`src/rtl/otter_bp_pkg.sv`:
```
// Shared types and helpers for the OTTER branch predictor.
// Entry fields are sized for the widest supported configuration (XLEN <= 64,
// CTR_W <= 4); unused upper bits stay zero and are trimmed by synthesis.
package otter_bp_pkg;

  localparam int unsigned MaxXlen = 64;
  localparam int unsigned MaxCtrW = 4;

  typedef logic [MaxXlen-1:0] bp_word_t;
  typedef logic [MaxCtrW-1:0] bp_ctr_t;

  typedef struct packed {
    logic     valid;
    bp_word_t tag;
    bp_word_t target;
    bp_ctr_t  counter;
  } bp_entry_t;

  // Table index: pc[idx_w+1:2], returned zero-extended.
  function automatic bp_word_t bp_index(bp_word_t pc, int unsigned idx_w);
    return (pc >> 2) & ((bp_word_t'(1) << idx_w) - bp_word_t'(1));
  endfunction

  // Tag: pc[XLEN-1:idx_w+2]; upper bits are zero because pc arrives zero-extended.
  function automatic bp_word_t bp_tag(bp_word_t pc, int unsigned idx_w);
    return pc >> (idx_w + 2);
  endfunction

  function automatic bp_ctr_t ctr_max(int unsigned w);
    return bp_ctr_t'((32'd1 << w) - 32'd1);
  endfunction

  // Weakly not-taken: just below the MSB threshold.
  function automatic bp_ctr_t ctr_reset(int unsigned w);
    return bp_ctr_t'((32'd1 << (w - 1)) - 32'd1);
  endfunction

  // Weakly taken: MSB set, all lower bits clear.
  function automatic bp_ctr_t ctr_weak_taken(int unsigned w);
    return bp_ctr_t'(32'd1 << (w - 1));
  endfunction

  // Saturating next value; load beats set_max beats inc/dec, inc&dec holds.
  function automatic bp_word_t sat_next(bp_word_t cur, bp_word_t max, logic inc, logic dec,
                                        logic set_max, logic load, bp_word_t load_val);
    if (load) return load_val;
    if (set_max) return max;
    if (inc && !dec) return (cur == max) ? cur : cur + bp_word_t'(1);
    if (dec && !inc) return (cur == '0) ? cur : cur - bp_word_t'(1);
    return cur;
  endfunction

endpackage

```
`src/rtl/otter_branch_predictor_if.sv`:
```
// Fetch lookup, Execute feedback and performance-counter bundle.
interface otter_branch_predictor_if #(
  parameter int unsigned XLEN   = 32,
  parameter int unsigned PERF_W = 32
);
  logic [XLEN-1:0]   pcf_i;
  logic              pred_hit_o;
  logic              pred_taken_o;
  logic [XLEN-1:0]   pred_target_o;
  logic              upd_valid_i;
  logic [XLEN-1:0]   upd_pc_i;
  logic              upd_is_jump_i;
  logic              upd_taken_i;
  logic [XLEN-1:0]   upd_target_i;
  logic              upd_pred_taken_i;
  logic [XLEN-1:0]   upd_pred_target_i;
  logic              mispredict_o;
  logic [XLEN-1:0]   redirect_pc_o;
  logic [PERF_W-1:0] branch_cnt_o;
  logic [PERF_W-1:0] mispred_cnt_o;

  modport slave (
    input  pcf_i, upd_valid_i, upd_pc_i, upd_is_jump_i, upd_taken_i, upd_target_i,
           upd_pred_taken_i, upd_pred_target_i,
    output pred_hit_o, pred_taken_o, pred_target_o, mispredict_o, redirect_pc_o,
           branch_cnt_o, mispred_cnt_o
  );

  modport master (
    output pcf_i, upd_valid_i, upd_pc_i, upd_is_jump_i, upd_taken_i, upd_target_i,
           upd_pred_taken_i, upd_pred_target_i,
    input  pred_hit_o, pred_taken_o, pred_target_o, mispredict_o, redirect_pc_o,
           branch_cnt_o, mispred_cnt_o
  );
endinterface

```
`src/rtl/otter_sat_counter.sv`:
```
// Saturating up/down counter with synchronous active-high reset (W <= 64).
module otter_sat_counter
  import otter_bp_pkg::*;
#(
  parameter int unsigned W = 32
) (
  input  logic         clk,
  input  logic         rst,
  input  logic         inc,
  input  logic         dec,
  input  logic         set_max,
  input  logic         load,
  input  logic [W-1:0] load_val,
  output logic [W-1:0] q
);
  localparam bp_word_t Max = bp_word_t'({W{1'b1}});

  logic [W-1:0] cnt_q, cnt_d;

  // Next count, saturating at both ends
  always_comb begin
    cnt_d = W'(sat_next(bp_word_t'(cnt_q), Max, inc, dec, set_max, load,
                        bp_word_t'(load_val)));
  end

  // Count register
  always_ff @(posedge clk) begin
    if (rst) cnt_q <= '0;
    else     cnt_q <= cnt_d;
  end

  assign q = cnt_q;
endmodule

```
`src/rtl/otter_branch_predictor.sv`:
```
// Direct-mapped BTB with per-entry saturating counters for the OTTER pipeline.
// Lookup reads the registered table (no bypass of a same-cycle update).
module otter_branch_predictor
  import otter_bp_pkg::*;
#(
  parameter int unsigned XLEN    = 32,
  parameter int unsigned ENTRIES = 16,
  parameter int unsigned CTR_W   = 2,
  parameter int unsigned PERF_W  = 32
) (
  input logic                    CLK,
  input logic                    RESET,
  otter_branch_predictor_if.slave bp
);
  localparam int unsigned IdxW         = $clog2(ENTRIES);
  localparam bp_ctr_t     CtrMax       = ctr_max(CTR_W);
  localparam bp_ctr_t     CtrReset     = ctr_reset(CTR_W);
  localparam bp_ctr_t     CtrWeakTaken = ctr_weak_taken(CTR_W);

  bp_entry_t       table_q [ENTRIES];
  bp_entry_t       entry_d;
  logic            wr_en;
  logic [IdxW-1:0] lk_idx, up_idx;
  bp_word_t        lk_tag, up_tag;
  logic            lk_hit, lk_taken, up_hit;
  logic            mispredict;
  logic [XLEN-1:0] upc_plus4;

  // Fetch lookup; forced to a miss while RESET is asserted
  always_comb begin
    lk_idx   = IdxW'(bp_index(bp_word_t'(bp.pcf_i), IdxW));
    lk_tag   = bp_tag(bp_word_t'(bp.pcf_i), IdxW);
    lk_hit   = !RESET && table_q[lk_idx].valid && (table_q[lk_idx].tag == lk_tag);
    lk_taken = lk_hit && table_q[lk_idx].counter[CTR_W-1];
    bp.pred_hit_o    = lk_hit;
    bp.pred_taken_o  = lk_taken;
    bp.pred_target_o = lk_taken ? table_q[lk_idx].target[XLEN-1:0] : bp.pcf_i + XLEN'(4);
  end

  // Mispredict detection and redirect target
  always_comb begin
    upc_plus4  = bp.upd_pc_i + XLEN'(4);
    mispredict = bp.upd_valid_i &&
                 ((bp.upd_taken_i != bp.upd_pred_taken_i) ||
                  (bp.upd_taken_i && (bp.upd_target_i != bp.upd_pred_target_i)));
    bp.mispredict_o  = mispredict;
    bp.redirect_pc_o = (mispredict && bp.upd_taken_i) ? bp.upd_target_i : upc_plus4;
  end

  // Training: compute the replacement entry for the resolved instruction
  always_comb begin
    up_idx  = IdxW'(bp_index(bp_word_t'(bp.upd_pc_i), IdxW));
    up_tag  = bp_tag(bp_word_t'(bp.upd_pc_i), IdxW);
    up_hit  = table_q[up_idx].valid && (table_q[up_idx].tag == up_tag);
    entry_d = table_q[up_idx];
    wr_en   = 1'b0;
    if (bp.upd_valid_i) begin
      if (up_hit) begin
        wr_en = 1'b1;
        if (bp.upd_taken_i) begin
          entry_d.target  = bp_word_t'(bp.upd_target_i);
          entry_d.counter = bp.upd_is_jump_i ? CtrMax :
              bp_ctr_t'(sat_next(bp_word_t'(entry_d.counter), bp_word_t'(CtrMax),
                                 1'b1, 1'b0, 1'b0, 1'b0, '0));
        end else begin
          entry_d.counter = bp_ctr_t'(sat_next(bp_word_t'(entry_d.counter),
                                               bp_word_t'(CtrMax), 1'b0, 1'b1, 1'b0, 1'b0,
                                               '0));
        end
      end else if (bp.upd_taken_i) begin
        // Miss or alias: allocate over whatever lives at this index
        wr_en           = 1'b1;
        entry_d.valid   = 1'b1;
        entry_d.tag     = up_tag;
        entry_d.target  = bp_word_t'(bp.upd_target_i);
        entry_d.counter = bp.upd_is_jump_i ? CtrMax : CtrWeakTaken;
      end
    end
  end

  // Table storage; reset discards any same-cycle update
  always_ff @(posedge CLK) begin
    if (RESET) begin
      for (int unsigned i = 0; i < ENTRIES; i++) begin
        table_q[i] <= '{valid: 1'b0, tag: '0, target: '0, counter: CtrReset};
      end
    end else if (wr_en) begin
      table_q[up_idx] <= entry_d;
    end
  end

  otter_sat_counter #(.W(PERF_W)) u_branch_cnt (
    .clk      (CLK),
    .rst      (RESET),
    .inc      (bp.upd_valid_i),
    .dec      (1'b0),
    .set_max  (1'b0),
    .load     (1'b0),
    .load_val ('0),
    .q        (bp.branch_cnt_o)
  );

  otter_sat_counter #(.W(PERF_W)) u_mispred_cnt (
    .clk      (CLK),
    .rst      (RESET),
    .inc      (mispredict),
    .dec      (1'b0),
    .set_max  (1'b0),
    .load     (1'b0),
    .load_val ('0),
    .q        (bp.mispred_cnt_o)
  );
endmodule

```
`src/flat_wrapper.sv`:
```
// flat-port wrapper written by rule: the top's interface ports become plain ports
module otter_branch_predictor_flat import otter_bp_pkg::*;
#(
  parameter int unsigned XLEN    = 32,
  parameter int unsigned ENTRIES = 16,
  parameter int unsigned CTR_W   = 2,
  parameter int unsigned PERF_W  = 32
)
  (CLK, RESET, bp_pcf_i, bp_upd_valid_i, bp_upd_pc_i, bp_upd_is_jump_i, bp_upd_taken_i, bp_upd_target_i, bp_upd_pred_taken_i, bp_upd_pred_target_i, bp_pred_hit_o, bp_pred_taken_o, bp_pred_target_o, bp_mispredict_o, bp_redirect_pc_o, bp_branch_cnt_o, bp_mispred_cnt_o);
  otter_branch_predictor_if #(.XLEN(XLEN), .PERF_W(PERF_W)) bp_i ();
  input logic CLK;
  input logic RESET;
  input wire logic [$bits(bp_i.pcf_i)-1:0] bp_pcf_i;
  input wire logic [$bits(bp_i.upd_valid_i)-1:0] bp_upd_valid_i;
  input wire logic [$bits(bp_i.upd_pc_i)-1:0] bp_upd_pc_i;
  input wire logic [$bits(bp_i.upd_is_jump_i)-1:0] bp_upd_is_jump_i;
  input wire logic [$bits(bp_i.upd_taken_i)-1:0] bp_upd_taken_i;
  input wire logic [$bits(bp_i.upd_target_i)-1:0] bp_upd_target_i;
  input wire logic [$bits(bp_i.upd_pred_taken_i)-1:0] bp_upd_pred_taken_i;
  input wire logic [$bits(bp_i.upd_pred_target_i)-1:0] bp_upd_pred_target_i;
  output wire logic [$bits(bp_i.pred_hit_o)-1:0] bp_pred_hit_o;
  output wire logic [$bits(bp_i.pred_taken_o)-1:0] bp_pred_taken_o;
  output wire logic [$bits(bp_i.pred_target_o)-1:0] bp_pred_target_o;
  output wire logic [$bits(bp_i.mispredict_o)-1:0] bp_mispredict_o;
  output wire logic [$bits(bp_i.redirect_pc_o)-1:0] bp_redirect_pc_o;
  output wire logic [$bits(bp_i.branch_cnt_o)-1:0] bp_branch_cnt_o;
  output wire logic [$bits(bp_i.mispred_cnt_o)-1:0] bp_mispred_cnt_o;
  assign bp_i.pcf_i = bp_pcf_i;
  assign bp_i.upd_valid_i = bp_upd_valid_i;
  assign bp_i.upd_pc_i = bp_upd_pc_i;
  assign bp_i.upd_is_jump_i = bp_upd_is_jump_i;
  assign bp_i.upd_taken_i = bp_upd_taken_i;
  assign bp_i.upd_target_i = bp_upd_target_i;
  assign bp_i.upd_pred_taken_i = bp_upd_pred_taken_i;
  assign bp_i.upd_pred_target_i = bp_upd_pred_target_i;
  assign bp_pred_hit_o = bp_i.pred_hit_o;
  assign bp_pred_taken_o = bp_i.pred_taken_o;
  assign bp_pred_target_o = bp_i.pred_target_o;
  assign bp_mispredict_o = bp_i.mispredict_o;
  assign bp_redirect_pc_o = bp_i.redirect_pc_o;
  assign bp_branch_cnt_o = bp_i.branch_cnt_o;
  assign bp_mispred_cnt_o = bp_i.mispred_cnt_o;
  otter_branch_predictor #(.XLEN(XLEN), .ENTRIES(ENTRIES), .CTR_W(CTR_W), .PERF_W(PERF_W)) u_core (.CLK(CLK), .RESET(RESET), .bp(bp_i));
endmodule
```
`config.mk`:
```
export PLATFORM = sky130hd
export DESIGN_NAME = otter_branch_predictor_flat
export DESIGN_NICKNAME = d
export VERILOG_FILES = /design/src/rtl/otter_bp_pkg.sv /design/src/rtl/otter_branch_predictor_if.sv /design/src/rtl/otter_sat_counter.sv /design/src/rtl/otter_branch_predictor.sv /design/src/flat_wrapper.sv
export SDC_FILE = /design/constraint.sdc
export NUM_CORES = 2
export LEC_CHECK = 0
export ABC_AREA = 1
export CELL_PAD_IN_SITES_DETAIL_PLACEMENT = 1
export CELL_PAD_IN_SITES_GLOBAL_PLACEMENT = 1
export CORE_UTILIZATION = 48
export DETAILED_ROUTE_END_ITERATION = 10
export GPL_ROUTABILITY_DRIVEN = 1
export HOLD_SLACK_MARGIN = 0.08
export PLACE_DENSITY_LB_ADDON = 0.3
export SKIP_CTS_REPAIR_TIMING = 1
export SYNTH_ARGS = -nofsm -noshare
export SYNTH_HDL_FRONTEND = slang
export SYNTH_SLANG_ARGS = --single-unit
```
`constraint.sdc`:
```
create_clock -name CLK -period 6.2 [get_ports CLK]
set_clock_uncertainty 0.2 [all_clocks]
set_input_delay 0.62 -clock CLK [delete_from_list [all_inputs] [get_ports CLK]]
set_output_delay 0.62 -clock CLK [all_outputs]
set_load 0.05 [all_outputs]
```
==> results_dict.tcl <==
set metrics [dict create \
    drt_first_pass_iters 6 \
    ys_ff_latch 1680 \
    synth_top_family_by_area "simple AND/OR/NAND/NOR gates" \
    area_growth_pct 17.1 \
    core_um2 186000 \
    fmax_mhz 173 \
    dieArea_um2 189000 \
    finalCritPeriodShare 0.931 \
    hp-class "in2reg" \
    fill_cells 21900 \
    fin_nets 11500 \
    dr_total_vias 86100 \
    worst_ir_drop_vdd_v 0.000257 \
    grt_pass1_wl_um 575000 \
    finalInstanceArea_um2 105000 \
    syn_area_per_cell_um2 8.40 \
    final_cells 14000 \
    yosysSeqAreaShare 0.555 \
    whs_path_depth 5 \
    whs_endpoint "u_core.u_branch_cnt.q[28]" \
    status "finished clean" \
    routed_wl_um 401000 \
    worst_pin_slew_ps 1350 \
    postPlaceCellArea_um2 98900 \
    regToRegEndpoint "u_core.table_q[14][0]" \
    clock_latency_ps 880 \
    yosys.area_share.xor_xnor 0.0104 \
    ys_warn_count 0 \
    seq_area_um2 49800 \
    synthSimpleGateAreaFrac 0.237 \
    ios 265 \
    async_flop_share 0 \
    synthAdderAreaFrac 0.00139 \
    drive_above_1_share 0.0662 \
    hp-start "bp_upd_valid_i" \
    antenna_left 0 \
    r2r_slack_ps 1230 \
    multiInputGateArea_um2 35500 \
    total_power_mw 29.3 \
    synthCells 10700 \
    synth_ff_type "edfxtp_1" \
    io_buffers 264 \
    vias_per_cell 6.14 \
    drc 0 \
    initial_core_util 0.484 \
    rsz0062_at_grt "false" \
    hold_viol 0 \
    path_clk_slew_ps 60 \
    wl_per_cell_um 28.6 \
    track_usage 0.417 \
    grt_max_degree 168 \
    cp_data_required_time_ps 6600 \
    fp.dieW_um 434 \
    synth_common_cells "nand2_1 (2,532), nor2_1 (1,783), edfxtp_1 (1,616)" \
    slew_headroom 0.101 \
    slew_violations 0 \
    dr.first_iter.drc_count 11000 \
    critPathSlowestCell "clkdlybuf4s50_1" \
    crit_type "in2reg" \
    hpwl_um 263000 \
    power.density_nw_per_um2 279 \
    gp_congestion 0.993 \
    yosysTopAreaCell "edfxtp_1" \
    path_common_cell "nand2_1" \
    die_h_um 434 \
    whs_ps 106 \
    end_kind "register" \
    cts_inserted_buffers 190 \
    grt.overflow.total 0 \
    cap_violations 0 \
    antenna_found_initial 22 \
    r2r_start "u_core.table_q[7][132]" \
    synth_edf_count 1616 \
    yosysMostFrequentCell "nand2_1" \
    fin_crit_ps 5770 \
    cts_buffer_depth 3 \
    grt_pass1_vias 87100 \
    ys_top_cells_by_area "edfxtp_1 (54%), nand2_1 (11%), nor2_1 (7.5%)" \
    cp_max_fo 34 \
    cp_slowest_stage_delay_ps 770 \
    synth.cell_area_um2 89800 \
    worst-path-stages 21 \
    worstPathArrival_ps 6180 \
    synth.mux.area_fraction 0 \
    cts_root_buf "clkbuf_16" \
    startpoint_type "input pin" \
    ff2ff_path_depth 21 \
    clock-sinks 1680 \
    worst-path-buf-inv 7 \
    critPathTopFamily "simple AND/OR/NAND/NOR gates" \
    path_cells "clkdlybuf4s50_1 -> inv_1 -> nor2_4 -> buf_4 -> nand2_1 -> nand2_1 -> inv_1 -> nand2_1 -> nand2_1 -> nor2_1 -> nand2_1 -> nor2_1 -> nand2_1 -> nor2_2 -> nand4_4 -> nand2_4 -> nand3_4 -> buf_4 -> buf_4 -> inv_1 -> nand2_1" \
    p_leak_nw 43.8 \
    rows 158 \
    yosys.area.top_type_share 0.541 \
    dp.cells 13600 \
    synth_cell_types 58 \
    cts_tree "built" \
    synth-compound-area-share 0.119 \
    htree_levels 4 \
    setup_viol 0 \
    setup_tns_ps 0 \
]
metrics by stage:
stage	worst slack [ps]	util
3_5_place_dp	-157	0.533
5_1_grt	424	0.566
2_1_floorplan	553	-
3_3_place_gp	-124	0.533
6_report	425	0.566
4_1_cts	748	0.566
logic make-up after synthesis:
kind of cell | Yosys count
flip-flops | 1680
adder cells (fa/ha/maj) | 10
AND/OR/NAND/NOR | 5223
AO/OA/AOI/OAI | 1915
buffers and inverters | 1754
XOR/XNOR | 107
other | 1
layer usage:
metal  vias up  track usage  wire (um)
li1      36600            -          -
met4        14        0.285      30800
met3      1507        0.100      46000
met5         -            0        117
met1     42400        0.510     143000
met2      5617        0.653     181000
power breakdown:
group | leakage [nW] | switching (mW) | internal [mW] | total, mW
clock network | 3.03 | 4.96 | 6.62 | 11.6
registers | 16.8 | 0.285 | 13.1 | 13.4
logic | 23.9 | 3.28 | 1.09 | 4.37
total | 43.8 | 8.53 | 20.8 | 29.3
state kept, by name (all words and copies together) (netlist names):
| signal | count |
|---|---|
| u_core.table_q | 1616 |
| u_core.u_mispred_cnt.q | 32 |
| u_core.u_branch_cnt.q | 32 |
layout make-up:
| type | instances | area share |
|---|---|---|
| clock inverters | 107 | 0.0105 |
| diodes | 16 | 0.000381 |
| multi-input cells | 7863 | 0.338 |
| flip-flops and latches | 1680 | 0.474 |
| repair buffers | 594 | 0.0621 |
| clock buffers | 251 | 0.0488 |
| well taps | 2480 | 0.0295 |
| inverters | 1027 | 0.0370 |
worst reg2reg max path: stages, from the launching register on:
cell      delay [ps]
edfxtp_1         370
nand2_1           70
nand2_1           80
nand2_1           50
nand2_1          110
nand2_1          160
nand2_1          100
inv_1             40
nand2_1          360
nand2_1          140
nor2_1           110
nand2_1          140
nor2_1           500
nand2_1          130
nor2_2           230
nand4_4          220
nand2_4          450
nand3_4          160
buf_4            370
buf_4            410
inv_1            250
nand2_1           60
how the worst max path moves through the flow:
| stage | to | start | slack (ps) |
|---|---|---|---|
| after floorplan | u_core.table_q[0][0] | bp_upd_pc_i[2] | 550 |
| after global placement | u_core.table_q[14][0] | bp_upd_pc_i[4] | -120 |
| after detailed placement | u_core.table_q[14][0] | bp_upd_pc_i[4] | -160 |
| after CTS | u_core.table_q[14][0] | bp_upd_pc_i[4] | 750 |
| after global routing | u_core.table_q[14][0] | bp_upd_pc_i[4] | 420 |
| final | u_core.table_q[14][0] | bp_upd_pc_i[4] | 430 |
layout by cell type, fill, tap and decap left out, types with 42 or more instances in the layout:
cell	instances
dfxtp_1	64
o21ai_1	121
clkbuf_16	194
conb_1	608
nand2_1	2514
xor2_1	91
nand3_1	529
o22ai_1	52
a221oi_1	94
o211ai_1	88
buf_12	126
a22oi_1	96
nor2_1	1778
edfxtp_1	1616
buf_4	271
inv_1	1014
clkbuf_1	51
nor3_1	112
nand4_1	172
a21oi_1	508
clkdlybuf4s50_1	189
nor4_1	42
o21ai_0	874
No activity file was read; power rests on OpenSTA's default activity.
